**src/rtl/spi_mem_ctrl.sv**
```systemverilog
// SPI master (mode 0, SCK = clk/2) for single 16-bit word reads/writes to a serial RAM.
// One 48-bit frame per request: command, 24-bit address, 16 data bits, MSB first.
module spi_mem_ctrl (
  input  logic        clk,
  input  logic        rst_n,
  input  logic        start,
  input  logic        write,
  input  logic [23:0] addr,
  input  logic [15:0] wdata,
  output logic [15:0] rdata,
  output logic        busy,
  output logic        done,
  output logic        spi_select,
  output logic        spi_clk,
  output logic        spi_mosi,
  input  logic        spi_miso
);

  typedef enum logic [1:0] {IDLE, SHIFT, DONE} state_t;

  localparam logic [7:0] CMD_WRITE = 8'h02;
  localparam logic [7:0] CMD_READ  = 8'h03;
  localparam logic [5:0] LAST_BIT  = 6'd47;
  localparam logic [5:0] DATA_BIT0 = 6'd32;

  state_t      state_q, state_d;
  logic [5:0]  bit_q, bit_d;
  logic        phase_q, phase_d;
  logic [47:0] tx_q, tx_d;
  logic [15:0] rx_q, rx_d;
  logic [15:0] rdata_q, rdata_d;
  logic        write_q, write_d;
  logic        sel_q, sel_d;
  logic        sck_q, sck_d;
  logic        mosi_q, mosi_d;
  logic        busy_q, busy_d;
  logic        done_q, done_d;
  logic [47:0] frame;

  assign frame = {(write ? CMD_WRITE : CMD_READ), addr, (write ? wdata : 16'h0000)};

  always_ff @(posedge clk or negedge rst_n) begin
    if (!rst_n) begin
      state_q <= IDLE;
      bit_q   <= '0;
      phase_q <= 1'b0;
      tx_q    <= '0;
      rx_q    <= '0;
      rdata_q <= '0;
      write_q <= 1'b0;
      sel_q   <= 1'b0;
      sck_q   <= 1'b0;
      mosi_q  <= 1'b0;
      busy_q  <= 1'b0;
      done_q  <= 1'b0;
    end else begin
      state_q <= state_d;
      bit_q   <= bit_d;
      phase_q <= phase_d;
      tx_q    <= tx_d;
      rx_q    <= rx_d;
      rdata_q <= rdata_d;
      write_q <= write_d;
      sel_q   <= sel_d;
      sck_q   <= sck_d;
      mosi_q  <= mosi_d;
      busy_q  <= busy_d;
      done_q  <= done_d;
    end
  end

  always_comb begin
    state_d = state_q;
    bit_d   = bit_q;
    phase_d = phase_q;
    tx_d    = tx_q;
    rx_d    = rx_q;
    rdata_d = rdata_q;
    write_d = write_q;
    sel_d   = sel_q;
    sck_d   = sck_q;
    mosi_d  = mosi_q;
    busy_d  = busy_q;
    done_d  = 1'b0;
    case (state_q)
      // DONE also accepts start so a back-to-back request sees select low for one cycle only.
      IDLE, DONE: begin
        state_d = IDLE;
        sel_d   = 1'b0;
        sck_d   = 1'b0;
        mosi_d  = 1'b0;
        busy_d  = 1'b0;
        if (start) begin
          state_d = SHIFT;
          write_d = write;
          tx_d    = frame;
          bit_d   = '0;
          phase_d = 1'b0;
          sel_d   = 1'b1;
          busy_d  = 1'b1;
          mosi_d  = frame[47];
        end
      end
      SHIFT: begin
        if (!phase_q) begin
          sck_d   = 1'b1;
          phase_d = 1'b1;
          if (!write_q && (bit_q >= DATA_BIT0)) rx_d = {rx_q[14:0], spi_miso};
        end else if (bit_q == LAST_BIT) begin
          state_d = DONE;
          sel_d   = 1'b0;
          sck_d   = 1'b0;
          mosi_d  = 1'b0;
          busy_d  = 1'b0;
          done_d  = 1'b1;
          if (!write_q) rdata_d = rx_q;
        end else begin
          bit_d   = bit_q + 6'd1;
          phase_d = 1'b0;
          sck_d   = 1'b0;
          tx_d    = {tx_q[46:0], 1'b0};
          mosi_d  = tx_q[46];
        end
      end
      default: state_d = IDLE;
    endcase
  end

  assign rdata      = rdata_q;
  assign busy       = busy_q;
  assign done       = done_q;
  assign spi_select = sel_q;
  assign spi_clk    = sck_q;
  assign spi_mosi   = mosi_q;

endmodule

```
**config.mk**
```make
export PLATFORM = sky130hd
export DESIGN_NAME = spi_mem_ctrl
export DESIGN_NICKNAME = d
export VERILOG_FILES = /design/src/rtl/spi_mem_ctrl.sv
export SDC_FILE = /design/constraint.sdc
export NUM_CORES = 1
export LEC_CHECK = 0
export CAP_MARGIN = 25
export CORE_MARGIN = 10
export CORE_UTILIZATION = 47
export DETAILED_ROUTE_END_ITERATION = 16
export PLACE_DENSITY = 0.81
export SLEW_MARGIN = 30
export SYNTH_ARGS = -nofsm -noshare
export SYNTH_HDL_FRONTEND = slang
export SYNTH_SLANG_ARGS = --single-unit
```
**constraint.sdc**
```tcl
create_clock -name clk -period 2 [get_ports clk]
set_clock_uncertainty 0.15 [all_clocks]
set_input_delay 0.3 -clock clk [delete_from_list [all_inputs] [get_ports clk]]
set_output_delay 0.3 -clock clk [all_outputs]
set_load 0.03 [all_outputs]
```
==> impl_metrics.csv <==
group,metric,value,unit
power,leakage,2.47,nW
placement,gp_congestion,0.815,
critical_path,path_buf_inv,1,
drt,wl,8620,um
layout,multi_input_area,1600,um2
run,maxCapViolCount,0,
grt,gr-usage-all-layers,0.139,
clock_tree,clock_latency,0.35,ns
critical_path,cp-end-kind,"flop",
clock_tree,cts_root_buf,"clkbuf_8",
placement,dp_cells,514,
sta,setup_violations,0,
clock_tree,clkTransAtPathRegs,0.09,ns
drt,drc_errors,0,
grt,antenna_found_initial,0,
floorplan,die-height,113,um
floorplan,dieWidth,113,um
drt,first_pass_iters,4,
synthesis,postSynth.asyncResetShare,1.00,
critical_path,reg2reg_from,"bit_q[1]",
layout,nFillCells,669,
layout,final_util,0.617,
sta,worst_slew_pin_slew,0.578,ns
critical_path,crit_type,"reg2reg",
grt,grt_pass1_vias,3051,
layout,regArea,2330,um2
clock_tree,cts-htree-levels,3,
synthesis,synthCells,352,
drt,avgRoutedWirePerCell,16.2,um
sta,min_period_over_period,0.968,
synthesis,synth_top_area_frac,0.571,
critical_path,slowest_delay,0.40,ns
status,status,"finished clean",
drt,ant_nets,0,
synthesis,synthDistinctLibCells,39,
placement,numPortBuffers,65,
layout,layout-drive-gt1-share,0.180,
sta,clock.fmax,516,MHz
sta,rsz0062_at_grt,"true",
critical_path,start_kind,"flop",
power,power_density,667,nW/um2
sta,maxSlewHeadroom,0.615,
floorplan,ios,66,
critical_path,slowest_stage,"dfrtp_1",
sta,slew_viol_final,0,
synthesis,synth_flop_cell,"dfrtp_1",
synthesis,synth_area_leaders,"dfrtp_1, mux2_2, mux2i_1",
floorplan,start_util,0.488,
synthesis,synth_top_cell_by_area,"dfrtp_1",
sta,min_period,1.94,ns
power,peakVddDrop,0.000410,V
worst_hold_path,holdCritPathClass,"in2async",
drt,avgViaCountPerCell,5.46,
grt,grt_max_degree,57,
critical_path,required,2.08,ns
clock_tree,cts-buffers-inserted,9,
layout,layout.nets,471,
synthesis,synth_edf_count,0,
critical_path,critPathMaxFanout,16,
sta,hold_viol,0,
critical_path,path_cells,"ha_2 > and4b_2 > nand2_2 > nor3_4 > buf_12 > mux2_2",
critical_path,critPathTopFamily,"simple AND/OR/NAND/NOR gates",
clock_tree,clock_sinks,93,
synthesis,netlist_area,4070,um2
grt,grt_pass1_wl,14900,um
placement,place_area,4900,um2
floorplan,fp-row-count,33,
sta,setup_tns,0,ns
synthesis,synth_seq_area_share,0.571,
layout,fin_cells,533,
critical_path,cp-startpoint,"bit_q[1]",
critical_path,reg2reg_depth,6,
layout,diodes,0,
synthesis,synth.net_count,399,
layout,fin_area,5150,um2
clock_tree,cts_tree,"built",
clock_tree,clock_path_buffers,2,
critical_path,r2r_slack,0.06,ns
synthesis,ys_ff_latch,93,
drt,drt_iter0_drc,124,
critical_path,worstPathArrival,2.02,ns
floorplan,core-area,8340,um2
drt,vias,2912,
layout,area_growth,26.4,%
synthesis,avgSynthCellArea,11.6,um2
synthesis,yosysWarnings,0,
critical_path,cp_num_cells,6,
floorplan,die-area,12800,um2
placement,dpl.hpwl,6150,um
grt,overflow,0,
==> cells in the final DEF, fill, tap and decap left out, types with 2 or more instances in the layout <==
master            n
dfrtp_1          93
clkdlybuf4s50_1  64
nand2_1          44
o21ai_0          44
mux2i_1          24
mux2_2           23
and3_1           17
buf_4            17
a31oi_1          15
mux2_4           10
clkbuf_8         10
nor2_1            8
inv_1             6
a22o_1            6
a21oi_1           5
buf_12            4
nand2b_1          3
clkinv_4          3
nor2b_1           2
nand3_1           2
==> final cells by class <==
type	instances	share of cell area
Clock buffer	10	0.0267
Inverter	6	0.00437
Timing Repair Buffer	87	0.169
Multi-Input combinational cell	227	0.311
Tap cell	105	0.0255
Clock inverter	5	0.0119
Sequential cell	93	0.452
==> timing repair <==
| action | CTS | global route |
|---|---|---|
| endpoints found under the setup margin | 0 | 53 |
| resized for setup | 0 | 5 |
| setup buffers | 0 | 3 |
| hold buffers | 1 | 0 |
| endpoints found under the hold margin | 33 | 0 |
==> registers in the layout (all words and copies together), names as in the netlist, 2 cells and up <==
signal and cells:
bit_q 6, rdata 16, rx_q 16, state_q 2, tx_q 47
==> worst reg2reg max path, stage by stage, from the launching register on <==
cell,delay [ns]
dfrtp_1,0.40
ha_2,0.22
and4b_2,0.26
nand2_2,0.09
nor3_4,0.17
buf_12,0.18
mux2_2,0.36
==> logic make-up after synthesis <==
| kind of cell | count (synthesis) | synth area share |
|---|---|---|
| mux | 57 | 0.159 |
| flops | 93 | 0.571 |
| simple gates | 85 | 0.102 |
| buf+inv | 32 | 0.0393 |
| compound gates | 83 | 0.122 |
| fa+ha+maj | 2 | 0.00614 |
==> per-stage QoR <==
| stage | total power [mW] | hold WS [ns] | setup slack [ns] |
|---|---|---|---|
| after global routing | 3.59 | 0.306 | -0.0305 |
| after detailed placement | 2.22 | 0.135 | 0.0315 |
| after CTS | 3.47 | 0.299 | 0.0289 |
| after floorplan | 2.06 | -0.146 | 0.0127 |
| final | 3.44 | 0.278 | 0.0631 |
| after global placement | 2.21 | 0.132 | 0.0649 |
==> synthesized netlist by cell type (2+ instances only) <==
library cell,count
a32o_1,2
ha_1,2
and3_1,17
buf_2,8
inv_1,6
clkbuf_1,11
nor2b_1,2
mux2_4,10
buf_4,6
nor2_1,8
nand2_1,45
a21oi_1,6
nand2b_1,3
nand3_1,2
a31oi_1,15
mux2_2,23
mux2i_1,24
a22o_1,6
dfrtp_1,93
o21ai_0,44
==> worst paths after layout <==
path	endpoint
worst max-delay path	rdata[15]
min in group clk	tx_q[14]
worst min-delay path	rx_q[8]
worst max register to register	rdata[15]
worst min register to register	tx_q[14]
max in group asynchronous	tx_q[30]
==> metal layers <==
metal  routed length [um]  vias to the layer above  global-route usage  part of all wire
met3                  357                        8              0.0380             0.041
met5                    0                        -                   0                 0
met1                 3720                     1454               0.171              0.43
li1                     -                     1392                   -                 -
met2                 4430                       58               0.228              0.51
met4                  112                        0              0.0465             0.013
==> power breakdown <==
part	internal (mW)	switching, mW
clock	0.610	0.650
sequential	1.93	0.0396
combinational	0.138	0.0692
total	2.68	0.758
Power figures use the tool's default switching activity.
